File: config.mk
export PLATFORM = sky130hd
export DESIGN_NAME = alu_seq_ctrl
export DESIGN_NICKNAME = d
export VERILOG_FILES = /design/src/rtl/alu_pkg.sv /design/src/rtl/mul_shift_reg.sv /design/src/rtl/alu_seq_ctrl.sv
export SDC_FILE = /design/constraint.sdc
export NUM_CORES = 1
export LEC_CHECK = 0
export BUFFER_PORTS_ARGS = -buffer_cell sky130_fd_sc_hd__buf_2
export CORE_MARGIN = 3
export CORE_UTILIZATION = 58
export CTS_CLUSTER_DIAMETER = 80
export CTS_CLUSTER_SIZE = 10
export DETAILED_ROUTE_END_ITERATION = 10
export PLACE_DENSITY = 0.85
export RECOVER_POWER = 50
export SYNTH_ARGS = -nofsm -noshare
export SYNTH_HDL_FRONTEND = slang
export SYNTH_SLANG_ARGS = --single-unit
File: constraint.sdc
create_clock -name i_clk -period 3.5 [get_ports i_clk]
set_clock_uncertainty 0.2 [all_clocks]
set_input_delay 0.175 -clock i_clk [delete_from_list [all_inputs] [get_ports i_clk]]
set_output_delay 0.175 -clock i_clk [all_outputs]
set_load 0.01 [all_outputs]
File: src/rtl/alu_pkg.sv
// Shared encodings and constants for the ALU sequencing controller.
package alu_pkg;

    typedef enum logic [2:0] {
        OP_ADD = 3'b000,
        OP_ADC = 3'b001,
        OP_SUB = 3'b010,
        OP_SBB = 3'b011,
        OP_CMP = 3'b100,
        OP_INC = 3'b101,
        OP_DEC = 3'b110,
        OP_MUL = 3'b111
    } op_e;

    typedef enum logic [1:0] {
        S_IDLE   = 2'd0,
        S_EXEC   = 2'd1,
        S_MUL_IT = 2'd2,
        S_DONE   = 2'd3
    } state_e;

    localparam int unsigned MUL_ITERS = 8;
    localparam int unsigned MUL_CNT_W = $clog2(MUL_ITERS);

    // Ops built as A + ~B + 1 report the inverted adder carry as a borrow.
    function automatic logic is_borrow_op(input op_e op);
        return op inside {OP_SUB, OP_SBB, OP_CMP, OP_DEC};
    endfunction

endpackage

File: src/rtl/mul_shift_reg.sv
// Shift-add multiply state: partial product P, multiplier Q, multiplicand M and
// the iteration counter. Drives its adder operands and exposes the next P/Q.
module mul_shift_reg
    import alu_pkg::*;
(
    input  logic       i_clk,
    input  logic       i_rst_n,
    input  logic       i_load,
    input  logic       i_step,
    input  logic [7:0] i_a,
    input  logic [7:0] i_b,
    input  logic [7:0] i_add_z,
    input  logic       i_add_cout,
    output logic [7:0] o_x,
    output logic [7:0] o_y,
    output logic [7:0] o_p_next,
    output logic [7:0] o_q_next,
    output logic       o_last
);

    logic [7:0]           r_p;
    logic [7:0]           r_q;
    logic [7:0]           r_m;
    logic [MUL_CNT_W-1:0] r_cnt;

    logic [7:0] w_p_next;
    logic [7:0] w_q_next;

    // {carry, sum, Q} >> 1: the adder carry lands directly in P[7], so no
    // separate carry register survives past the shift.
    assign w_p_next = {i_add_cout, i_add_z[7:1]};
    assign w_q_next = {i_add_z[0], r_q[7:1]};

    always_ff @(posedge i_clk or negedge i_rst_n) begin
        if (!i_rst_n) begin
            r_p   <= 8'h00;
            r_q   <= 8'h00;
            r_m   <= 8'h00;
            r_cnt <= '0;
        end else if (i_load) begin
            r_p   <= 8'h00;
            r_q   <= i_b;
            r_m   <= i_a;
            r_cnt <= '0;
        end else if (i_step) begin
            r_p   <= w_p_next;
            r_q   <= w_q_next;
            r_cnt <= r_cnt + 1'b1;
        end
    end

    assign o_x      = r_p;
    assign o_y      = r_q[0] ? r_m : 8'h00;
    assign o_p_next = w_p_next;
    assign o_q_next = w_q_next;
    assign o_last   = (r_cnt == MUL_CNT_W'(MUL_ITERS - 1));

endmodule

File: src/rtl/alu_seq_ctrl.sv
// Sequencer for the shared 8-bit adder: single-cycle arithmetic ops, flag
// generation and an 8-iteration shift-add unsigned multiply.
module alu_seq_ctrl
    import alu_pkg::*;
#(
    parameter bit MUL_EN = 1'b1
) (
    input  logic        i_clk,
    input  logic        i_rst_n,
    input  logic        i_start,
    input  logic [2:0]  i_op,
    input  logic [7:0]  i_a,
    input  logic [7:0]  i_b,
    input  logic        i_cin,
    output logic        o_busy,
    output logic        o_done,
    output logic [15:0] o_result,
    output logic        o_flag_c,
    output logic        o_flag_ac,
    output logic        o_flag_z,
    output logic        o_flag_s,
    output logic [7:0]  o_add_x,
    output logic [7:0]  o_add_y,
    output logic        o_add_cin,
    output logic        o_add_xinv,
    output logic        o_add_yinv,
    input  logic [7:0]  i_add_z,
    input  logic        i_add_cout,
    input  logic        i_add_acout
);

    state_e      r_state;
    state_e      w_state_next;
    op_e         r_op;
    logic [7:0]  r_a;
    logic [7:0]  r_b;
    logic        r_cin;
    logic [15:0] r_result;
    logic        r_flag_c;
    logic        r_flag_ac;
    logic        r_flag_z;
    logic        r_flag_s;

    logic        w_accept;
    logic        w_is_mul;
    logic        w_mul_load;
    logic        w_mul_step;
    logic        w_mul_last;
    logic [7:0]  w_mul_x;
    logic [7:0]  w_mul_y;
    logic [7:0]  w_mul_p_next;
    logic [7:0]  w_mul_q_next;
    logic [15:0] w_mul_result;
    logic        w_borrow;

    assign w_accept     = (r_state == S_IDLE) && i_start;
    assign w_is_mul     = MUL_EN && (i_op == OP_MUL);
    assign w_mul_load   = w_accept && w_is_mul;
    assign w_mul_step   = (r_state == S_MUL_IT);
    assign w_mul_result = {w_mul_p_next, w_mul_q_next};
    assign w_borrow     = is_borrow_op(r_op);

    mul_shift_reg u_mul (
        .i_clk      (i_clk),
        .i_rst_n    (i_rst_n),
        .i_load     (w_mul_load),
        .i_step     (w_mul_step),
        .i_a        (i_a),
        .i_b        (i_b),
        .i_add_z    (i_add_z),
        .i_add_cout (i_add_cout),
        .o_x        (w_mul_x),
        .o_y        (w_mul_y),
        .o_p_next   (w_mul_p_next),
        .o_q_next   (w_mul_q_next),
        .o_last     (w_mul_last)
    );

    always_ff @(posedge i_clk or negedge i_rst_n) begin
        if (!i_rst_n) begin
            r_state <= S_IDLE;
        end else begin
            r_state <= w_state_next;
        end
    end

    always_comb begin
        w_state_next = r_state;
        case (r_state)
            S_IDLE: begin
                if (i_start) begin
                    w_state_next = w_is_mul ? S_MUL_IT : S_EXEC;
                end
            end
            S_EXEC: w_state_next = S_DONE;
            S_MUL_IT: begin
                if (w_mul_last) begin
                    w_state_next = S_DONE;
                end
            end
            S_DONE: w_state_next = S_IDLE;
            default: w_state_next = S_IDLE;
        endcase
    end

    // Adder operands are forced to zero outside EXEC/MUL_IT so it idles at a known value.
    always_comb begin
        o_add_x   = 8'h00;
        o_add_y   = 8'h00;
        o_add_cin = 1'b0;
        if (r_state == S_EXEC) begin
            case (r_op)
                OP_ADD: begin
                    o_add_x = r_a;
                    o_add_y = r_b;
                end
                OP_ADC: begin
                    o_add_x   = r_a;
                    o_add_y   = r_b;
                    o_add_cin = r_cin;
                end
                OP_SUB, OP_CMP: begin
                    o_add_x   = r_a;
                    o_add_y   = ~r_b;
                    o_add_cin = 1'b1;
                end
                OP_SBB: begin
                    o_add_x   = r_a;
                    o_add_y   = ~r_b;
                    o_add_cin = ~r_cin;
                end
                OP_INC: begin
                    o_add_x   = r_a;
                    o_add_cin = 1'b1;
                end
                OP_DEC: begin
                    o_add_x = r_a;
                    o_add_y = 8'hFF;
                end
                default: begin
                    o_add_x = 8'h00;
                end
            endcase
        end else if (r_state == S_MUL_IT) begin
            o_add_x = w_mul_x;
            o_add_y = w_mul_y;
        end
    end

    always_ff @(posedge i_clk or negedge i_rst_n) begin
        if (!i_rst_n) begin
            r_op      <= OP_ADD;
            r_a       <= 8'h00;
            r_b       <= 8'h00;
            r_cin     <= 1'b0;
            r_result  <= 16'h0000;
            r_flag_c  <= 1'b0;
            r_flag_ac <= 1'b0;
            r_flag_z  <= 1'b0;
            r_flag_s  <= 1'b0;
        end else begin
            if (w_accept) begin
                r_op  <= op_e'(i_op);
                r_a   <= i_a;
                r_b   <= i_b;
                r_cin <= i_cin;
            end
            if (r_state == S_EXEC) begin
                if (r_op == OP_MUL) begin
                    // Only reachable with MUL disabled: a no-op that clears everything.
                    r_result  <= 16'h0000;
                    r_flag_c  <= 1'b0;
                    r_flag_ac <= 1'b0;
                    r_flag_z  <= 1'b0;
                    r_flag_s  <= 1'b0;
                end else begin
                    r_flag_c  <= i_add_cout ^ w_borrow;
                    r_flag_ac <= i_add_acout ^ w_borrow;
                    r_flag_z  <= (i_add_z == 8'h00);
                    r_flag_s  <= i_add_z[7];
                    if (r_op != OP_CMP) begin
                        r_result <= {8'h00, i_add_z};
                    end
                end
            end
            if ((r_state == S_MUL_IT) && w_mul_last) begin
                r_result  <= w_mul_result;
                r_flag_c  <= (w_mul_p_next != 8'h00);
                r_flag_ac <= 1'b0;
                r_flag_z  <= (w_mul_result == 16'h0000);
                r_flag_s  <= w_mul_result[15];
            end
        end
    end

    assign o_busy     = (r_state != S_IDLE);
    assign o_done     = (r_state == S_DONE);
    assign o_result   = r_result;
    assign o_flag_c   = r_flag_c;
    assign o_flag_ac  = r_flag_ac;
    assign o_flag_z   = r_flag_z;
    assign o_flag_s   = r_flag_s;
    assign o_add_xinv = 1'b0;
    assign o_add_yinv = 1'b0;

endmodule

==> flow_summary.json, run 1 <==
{
  "status": "complete, no violations",
  "cap_violations": 0,
  "cts_tree": "done",
  "ant_nets": 0,
  "initial_core_util": 0.607,
  "first_global_vias": 2675,
  "cp_cell_sequence": "inv_1 -> ha_1 -> buf_4 -> nor2b_1 -> and2_1 -> nand2_1 -> o21ai_0 -> buf_2",
  "power_frac_comb": 0.431,
  "final_area_um2": 4240,
  "cp.required_ps": 3120,
  "ys_ff_latch": 69,
  "core_um2": 5570,
  "p_seq_frac": 0.401,
  "drv_slew": 0,
  "path_class": "reg -> out",
  "vias": 2733,
  "yosysSeqAreaShare": 0.511,
  "power.leakage_nw": 1.96,
  "die-area_um2": 6780,
  "antenna_found_initial": 0,
  "critPathLaunchType": "flop",
  "p_sw_mw": 1.52,
  "rows": 27,
  "worst_slack_ps": 517,
  "ios": 74,
  "grt_remaining_overflow": 0,
  "syn_area_per_cell_um2": 11.2,
  "place.gp.congestion": 0.837,
  "post-route-min-period_ps": 2980,
  "numCtsBuffers": 9,
  "drcViolationCount": 0,
  "synth.most_common_cell": "dfrtp_1",
  "yosys.cell_types.count": 35,
  "cp_slowest_cell": "nor2b_1",
  "max-vdd-ir-drop_mv": 0.472,
  "worstPathArrival_ps": 2610,
  "path_clk_slew_ps": 70,
  "end_kind": "output port",
  "utilization": 0.760,
  "syn_inst": 303,
  "crit_fanout": 17,
  "clock_latency_ps": 350,
  "p_sw_frac": 0.395,
  "routed_wl_um": 8410,
  "path_buf_inv": 3,
  "placed_cell_area_um2": 3760,
  "syn_to_final_growth_pct": 25.3,
  "fp.dieW_um": 82.4,
  "async_reset_ff_frac": 1.00,
  "ys_top_cells_by_count": "dfrtp_1 (69), o21ai_0 (32), mux2_2 (28)",
  "synth_top_flop_cell": "dfrtp_1",
  "viasPerCell": 5.71,
  "p_int_mw": 2.33,
  "cpPeakStageDelay_ps": 500,
  "htree_num_levels": 3,
  "synth_top_area_cell": "dfrtp_1",
  "worst_hold_path_type": "in -> reg",
  "fin_tns_setup_ps": 0,
  "netlist_top_cells_area": "dfrtp_1 (51%), mux2_2 (9.3%), mux2i_1 (5.3%)",
  "cts_sinks": 69,
  "track_usage": 0.262,
  "fin_crit_sh": 0.852,
  "power.density_nw_per_um2": 908,
  "fin_nets": 442,
  "cts_buffer_depth": 2,
  "post-place-ws_ps": 909,
  "drive_above_1_share": 0.251,
  "clockPowerShare": 0.167,
  "clk_root_buffer_cell": "clkbuf_8",
  "ys_warn_count": 0,
  "slew_headroom": 0.202,
  "post_cts_buffers": 0,
  "setup_viol_count_final": 0,
  "die_h_um": 82.4,
  "drtIter0Drc": 219,
  "rsz0062_at_grt": "no",
  "grt_pass1_wl_um": 13100,
  "port_buffers": 71,
  "syn-cell-area_um2": 3380,
  "tightest_slew_ps": 1200,
  "hold_viol_final": 0,
  "wl_per_cell_um": 17.6,
  "max_freq_mhz": 335,
  "dp_hpwl_um": 5530,
  "dr.pass1.iters": 4,
  "crit_family": "simple AND/OR/NAND/NOR gates",
  "synth_top_area_share": 0.511,
  "n_antenna_cell": 0,
  "synth_edf_count": 0,
  "grt_max_degree": 48
}
cell type report:
type                    instances  area (µm²)
fillers                       408        1340
inverters                       7        26.3
flip-flops and latches         69        1730
well taps                      72        90.1
clock inverters                 4        47.5
clock buffers                  12         145
repair buffers                108         681
multi-input cells             207        1520
worst register-to-register path, delay by kind of cell, from the launching register on:
kind                       cells  cell delay [ps]
AOI/OAI and AO/OA              1              410
adders and majority gates      1              210
buffers and inverters          2              360
DFF                            1              410
and+or+nand+nor                2              750
worst paths after layout:
| path | start | endpoint | slack, ps | cells after the start |
|---|---|---|---|---|
| max in group asynchronous | i_rst_n | r_b[3] | 980 | 3 |
| worst min register to register | o_result[11] | o_result[11] | 310 | 1 |
| min in group asynchronous | i_rst_n | o_result[11] | 390 | 2 |
| worst max register to register | r_state[0] | o_result[4] | 1040 | 6 |
| worst min-delay path | i_start | r_state[1] | 60 | 4 |
| worst max-delay path | r_state[0] | o_add_y[7] | 520 | 8 |
cells by family (layout without fill, tap and decap cells):
family | after synthesis | after routing | share of synthesized area
muxes | 46 | 46 | 0.147
other | 1 | 2 | 0.00111
buffers and inverters | 28 | 131 | 0.0407
and+or+nand+nor | 74 | 74 | 0.112
adders and majority gates | 7 | 7 | 0.0259
DFF | 69 | 69 | 0.511
AOI/OAI and AO/OA | 67 | 67 | 0.135
xor gates and xnor gates | 11 | 11 | 0.0285
power groups by stage:
stage	logic, mW	registers [mW]	clock network, mW
2_1_floorplan	1.22	1.43	0
3_3_place_gp	1.59	1.51	0
3_5_place_dp	1.65	1.53	0
4_1_cts	1.68	1.52	0.646
5_1_grt	1.84	1.59	0.684
6_report	1.66	1.54	0.643
cell usage in the layout, fill, tap and decap left out, types with 3 or more instances in the layout:
| cell type | n |
|---|---|
| dlygate4sd3_1 | 31 |
| mux2i_1 | 18 |
| o21ai_0 | 32 |
| nand3b_1 | 10 |
| and2_1 | 4 |
| nor4_1 | 3 |
| clkbuf_8 | 10 |
| buf_2 | 49 |
| a221o_1 | 8 |
| mux2_2 | 28 |
| and3_1 | 8 |
| nand2_1 | 25 |
| xor2_1 | 8 |
| nand3_1 | 4 |
| xnor2_1 | 3 |
| a22o_1 | 16 |
| dfrtp_1 | 69 |
| clkbuf_1 | 24 |
| buf_4 | 5 |
| inv_1 | 7 |
| ha_1 | 7 |
| a21oi_1 | 4 |
| nor2_1 | 12 |
state kept, by name, summed over array words and instances, names as in the netlist:
name and count:
o_flag_ac 1, o_flag_c 1, o_flag_s 1, o_flag_z 1, o_result 16, r_a 8
r_b 8, r_cin 1, r_op 3, r_state 2, u_mul.o_x 8, u_mul.r_cnt 3
u_mul.r_m 8, u_mul.r_q 8
timing repair:
item	in CTS	in global routing
hold buffers	31	0
setup endpoints to repair	0	0
resized for setup	0	0
hold endpoints to repair	84	0
metal layers:
| layer | part of all wire | GRT usage | wire (µm) | vias to the layer above |
|---|---|---|---|---|
| li1 | - | - | - | 1278 |
| met1 | 0.44 | 0.348 | 3720 | 1323 |
| met2 | 0.47 | 0.413 | 3940 | 115 |
| met3 | 0.066 | 0.0553 | 558 | 17 |
| met4 | 0.024 | 0.118 | 198 | 0 |
| met5 | 0 | 0 | 0 | - |
through the flow:
step                power (mW)  std cells  hold WS (ps)
floorplan                 2.65        304          -321
global placement          3.10        432         -34.2
detailed placement        3.18        432         -30.1
CTS                       3.85        479          50.3
global route              4.12        479          81.7
finish                    3.85        479          61.1
(Power assumes the default switching activity.)
==> run 2, diff against run 1 <==
Settings changed: ABC_AREA from default to 1, CORE_UTILIZATION 58 to 55, PLACE_DENSITY 0.85 to 0.81.
Clock period 3.5 ns to 3.29 ns, I/O delays scaled along.
==> run 2 against run 1 <==
  * Clock power shrank 10%
  * Largest cell class unchanged
  * Sequential share of layout area shrank 1.8 points
  * Final cell count rose by 38%
  * Sequential cell count unchanged
  * Critical endpoint is now o_add_y[3]
  * Via count rose by 29%
  * Routed wire length rose by 18%
  * Combinational power is 11% higher
  * Critical path depth is the same
==> flow_summary.json, run 2 <==
{
  "regArea_um2": 1730,
  "viasPerCell": 5.33,
  "path_buf_inv": 3,
  "place.gp.congestion": 0.852,
  "final_common_cell": "nand2_1",
  "yosysSeqAreaShare": 0.475,
  "max_freq_mhz": 375,
  "cpPeakStageDelay_ps": 420,
  "drtIter0Drc": 182,
  "n_antenna_cell": 0,
  "p_sw_mw": 1.75,
  "status": "complete, no violations",
  "utilization": 0.695,
  "port_buffers": 71,
  "ys_warn_count": 0,
  "worstPathArrival_ps": 2300,
  "fp.dieW_um": 87.3,
  "rsz0062_at_grt": "no",
  "setup_viol_count_final": 0,
  "post-route-min-period_ps": 2670,
  "cts_hold_buf": 33,
  "clock_latency_ps": 340,
  "fillers": 537,
  "hold_path_depth": 2,
  "fin_tns_setup_ps": 0,
  "worst_hold_path_type": "reg -> reg",
  "ant_nets": 0,
  "rows": 29,
  "end_kind": "output port",
  "grt_max_degree": 49,
  "max-vdd-ir-drop_mv": 0.553,
  "die_h_um": 87.3,
  "power_frac_comb": 0.472,
  "cts_buffer_depth": 2,
  "cap_violations": 0,
  "fin_crit_sh": 0.811,
  "power.density_nw_per_um2": 882,
  "hold_viol_final": 0,
  "drcViolationCount": 0,
  "power.leakage_nw": 2.37,
  "antenna_found_initial": 0,
  "p_int_mw": 2.16,
  "syn_inst": 480,
  "critPathLaunchType": "flop",
  "numCtsBuffers": 9,
  "cts_tree": "done",
  "drv_slew": 0,
  "syn_area_per_cell_um2": 7.58,
  "syn_to_final_growth_pct": 21.9,
  "crit_family": "simple AND/OR/NAND/NOR gates",
  "largest_register_ff_count": 16,
  "cts_resized": 0,
  "ff2ff_path_depth": 7,
  "path_clk_slew_ps": 70,
  "async_reset_ff_frac": 1.00,
  "core_um2": 6390,
  "syn-cell-area_um2": 3640,
  "grt_remaining_overflow": 0,
  "ios": 74,
  "first_global_vias": 3466,
  "initial_core_util": 0.570,
  "worstReg2RegStart": "r_state[0]",
  "synth_top_area_share": 0.475,
  "crit_cells": 8,
  "synth_top_area_cell": "dfrtp_1",
  "setup.worst_path.start": "r_state[0]",
  "p_sw_frac": 0.449,
  "cts_sinks": 69,
  "final_cell_mix": "nand2_1 (189), dfrtp_1 (69), o21ai_0 (59), inv_1 (53), buf_2 (49)",
  "crit_fanout": 12,
  "tightest_slew_ps": 1180,
  "dr.pass1.iters": 5,
  "htree_num_levels": 3,
  "path_class": "reg -> out",
  "wl_per_cell_um": 15.1,
  "ys_ff_latch": 69,
  "synth.most_common_cell": "nand2_1",
  "cp_common_cell": "nand2_1",
  "post_cts_buffers": 0,
  "ys_top_cells_by_count": "nand2_1 (189), dfrtp_1 (69), o21ai_0 (59)",
  "routed_wl_um": 9950,
  "netlist_top_cells_area": "dfrtp_1 (47%), nand2_1 (19%), o21ai_0 (8.1%)",
  "min_from": "o_result[3]",
  "slew_headroom": 0.210,
  "synth_edf_count": 0,
  "die-area_um2": 7630,
  "p_seq_frac": 0.380,
  "clockPowerShare": 0.148,
  "grt_pass1_wl_um": 16200,
  "multiInputGateArea_um2": 1570,
  "track_usage": 0.276,
  "drive_above_1_share": 0.144,
  "yosys.cell_types.count": 27,
  "dp_hpwl_um": 7060,
  "fin_nets": 620,
  "clk_root_buffer_cell": "clkbuf_8",
  "synth_top_flop_cell": "dfrtp_1",
  "cp.required_ps": 2930,
  "cp_slowest_cell": "dfrtp_1",
  "cp_cell_sequence": "inv_1 -> ha_1 -> buf_4 -> nand2_2 -> nor2_2 -> nand2_1 -> nand2_1 -> buf_2",
  "vias": 3513
}
[run 2: tightest hold or removal path: cells and delay by family, from the launching register on]
kind / cells / cell delay, ps
DFF: 1 / 340
and+or+nand+nor: 2 / 110
[run 2: final cells by class]
cell class	count	share of cell area
sequential	69	0.389
multi-input combinational	336	0.353
timing repair buffer	107	0.153
inverter	57	0.0482
clock buffer	11	0.0319
tap	77	0.0217
clock inverter	2	0.00282
[run 2: layer usage]
metal / vias to the layer above / track usage / share of wire
li1: 1688 / - / -
met1: 1668 / 0.368 / 0.43
met2: 136 / 0.449 / 0.49
met3: 21 / 0.0473 / 0.061
met4: 0 / 0.107 / 0.021
met5: - / 0 / 0
[run 2: cells by family (layout without fill, tap and decap cells)]
kind of cell             Yosys count  in the layout  share of synthesized area
AND/OR/NAND/NOR                  259            259                      0.305
buffers and inverters             76            177                     0.0959
adder cells (fa/ha/maj)            7              7                     0.0241
other                              1              2                    0.00103
flip-flops                        69             69                      0.475
AO/OA/AOI/OAI                     67             67                     0.0966
XOR/XNOR                           1              1                    0.00241
[run 2: final timing paths]
kind / to / slack [ps]
max in group asynchronous: r_b[0] / 740
min reg2reg: o_result[3] / 280
max reg2reg: u_mul.r_q[2] / 690
max: o_add_y[3] / 620
min in group asynchronous: o_result[15] / 380
min: o_result[3] / 280
[run 2: stage by stage]
stage	instances	area (µm²)	power [mW]	hold slack (ps)	worst slack, ps
after global placement	613	3980	3.20	-54.2	883
final	659	4440	3.91	283	622
after CTS	659	4470	3.91	129	637
after floorplan	481	3640	2.73	-331	1590
after global routing	659	4440	4.25	294	337
after detailed placement	613	3980	3.29	-45.4	732
[run 2: power by group through the flow]
| stage | Sequential (mW) | Combinational, mW | Clock [mW] |
|---|---|---|---|
| finish | 1.49 | 1.85 | 0.579 |
| floorplan | 1.44 | 1.30 | 0 |
| global placement | 1.47 | 1.73 | 0 |
| global route | 1.52 | 2.11 | 0.623 |
| CTS | 1.47 | 1.86 | 0.586 |
| detailed placement | 1.48 | 1.81 | 0 |
==> run 3, diff against run 2 <==
Clock period 3.29 ns to 2.8 ns, I/O delays scaled along.
==> run 3 against run 2 <==
  * The flow now finishes with violations (max-capacitance violations, max-slew violations)
  * Total power increased by 23%
  * Sequential power rose by 17%
  * Final cell count rose by 0.76%
  * Combinational power rose by 17%
  * Clock-buffer cell count unchanged
  * Routed wire length increased by 1.0%
  * Register-to-register slack worse by 410 ps
  * Sequential cell count unchanged
  * Clock power up 53%
  * Critical path depth did not move
  * Critical path type unchanged
  * Largest cell class unchanged
  * Highest routed layer unchanged
==> flow_summary.json, run 3 (synthesis results as in run 2) <==
{
  "status": "finished, violations left",
  "violations": "max-capacitance violations, max-slew violations",
  "drive_above_1_share": 0.150,
  "clockPowerShare": 0.185,
  "hold_viol_final": 0,
  "fin_crit_sh": 0.919,
  "port_buffers": 71,
  "fin_nets": 622,
  "max-vdd-ir-drop_mv": 0.780,
  "fillers": 539,
  "cts_sinks": 69,
  "post_cts_buffers": 0,
  "drcViolationCount": 0,
  "first_global_vias": 3332,
  "path_clk_slew_ps": 70,
  "core_um2": 6390,
  "power_frac_comb": 0.452,
  "dp_hpwl_um": 6640,
  "hold_path_depth": 2,
  "cp.required_ps": 2460,
  "drv_slew": 70,
  "ff2ff_path_depth": 8,
  "worst_slack_ps": 227,
  "final_area_um2": 4510,
  "placed_cell_area_um2": 3980,
  "clock_latency_ps": 360,
  "rows": 29,
  "p_sw_frac": 0.437,
  "p_int_mw": 2.70,
  "wl_per_cell_um": 15.1,
  "tightest_slew_ps": 1730,
  "crit_fanout": 19,
  "post-place-ws_ps": 601,
  "ant_nets": 0,
  "p_sw_mw": 2.09,
  "track_usage": 0.275,
  "place.gp.congestion": 0.946,
  "worstReg2RegStart": "r_state[1]",
  "rr_endpoint": "o_flag_s",
  "initial_core_util": 0.570,
  "setup_viol_count_final": 0,
  "numCtsBuffers": 9,
  "n_antenna_cell": 0,
  "final_common_cell": "nand2_1",
  "viasPerCell": 5.32,
  "path_class": "reg -> out",
  "cts_buffer_depth": 2,
  "post-route-min-period_ps": 2570,
  "rsz0062_at_grt": "no",
  "clk_root_buffer_cell": "clkbuf_8",
  "max_freq_mhz": 389,
  "grt_pass1_wl_um": 16000,
  "largest_register_ff_count": 16,
  "p_seq_frac": 0.363,
  "antenna_found_initial": 0,
  "regArea_um2": 1730,
  "power.density_nw_per_um2": 1060,
  "dr.pass1.iters": 5,
  "vias": 3533,
  "htree_num_levels": 3,
  "grt_remaining_overflow": 0,
  "critPathLaunchType": "flop",
  "cap_violations": 1,
  "routed_wl_um": 10100,
  "power.leakage_nw": 2.41,
  "worst_hold_path_type": "reg -> reg",
  "grt_max_degree": 70,
  "min_from": "o_result[15]",
  "final_cell_mix": "nand2_1 (189), dfrtp_1 (69), o21ai_0 (59), inv_1 (53), buf_2 (51)",
  "syn_to_final_growth_pct": 24.0,
  "fp.dieW_um": 87.3,
  "cts_tree": "done",
  "slew_headroom": -0.152,
  "ios": 74,
  "fin_tns_setup_ps": 0,
  "drtIter0Drc": 232,
  "r2r_setup_slack_ps": 280,
  "end_kind": "output port",
  "multiInputGateArea_um2": 1570,
  "utilization": 0.706,
  "worstPathArrival_ps": 2230,
  "whs_endpoint": "o_result[15]",
  "die_h_um": 87.3,
  "die-area_um2": 7630
}
[run 3: worst max-delay path by stage]
stage / from / endpoint / slack [ps] / cells past startpoint
floorplan: r_state[1] / o_add_y[0] / 1130 / 8
global placement: r_state[0] / u_mul.r_q[1] / 680 / 8
detailed placement: r_state[0] / u_mul.r_q[7] / 600 / 8
CTS: r_state[1] / o_add_y[7] / 240 / 8
global route: r_state[1] / o_add_y[2] / 40 / 8
finish: r_state[1] / o_add_y[7] / 230 / 8
[run 3: routing by layer]
| layer | GRT usage | routed length [µm] | up-vias |
|---|---|---|---|
| li1 | - | - | 1698 |
| met4 | 0.103 | 238 | 0 |
| met1 | 0.384 | 4430 | 1664 |
| met3 | 0.0520 | 599 | 24 |
| met2 | 0.424 | 4790 | 147 |
| met5 | 0 | 0 | - |
[run 3: critical path, cell delays in order (launching register included)]
cell,delay [ps]
dfrtp_1,420
inv_1,120
ha_1,620
inv_2,160
nand2_2,190
nor2_2,110
nand2_1,70
nand2_1,60
buf_2,140
[run 3: power groups by stage]
stage / logic (mW) / clock network [mW] / registers [mW]
2_1_floorplan: 1.53 / 0 / 1.69
5_1_grt: 2.45 / 0.935 / 1.79
4_1_cts: 2.18 / 0.887 / 1.73
6_report: 2.16 / 0.886 / 1.74
3_5_place_dp: 2.11 / 0 / 1.74
3_3_place_gp: 2.06 / 0 / 1.72
[run 3: through the flow]
stage / total power [mW] / instances / hold slack [ps]
floorplan: 3.21 / 481 / -356
global placement: 3.78 / 613 / 166
detailed placement: 3.85 / 613 / 172
CTS: 4.79 / 664 / 275
global route: 5.17 / 664 / 303
finish: 4.79 / 664 / 273
[run 3: final cells by class]
| class | count | area share |
|---|---|---|
| clock inverter | 5 | 0.0166 |
| timing repair buffer | 109 | 0.155 |
| multi-input combinational | 336 | 0.347 |
| clock buffer | 11 | 0.0291 |
| tap | 77 | 0.0214 |
| sequential | 69 | 0.383 |
| inverter | 57 | 0.0474 |
[run 3: what timing repair did]
item / 4_1_cts / 5_1_grt
hold buffers: 35 / 0
gates resized for setup: 0 / 0
endpoints found under the hold margin: 132 / 0
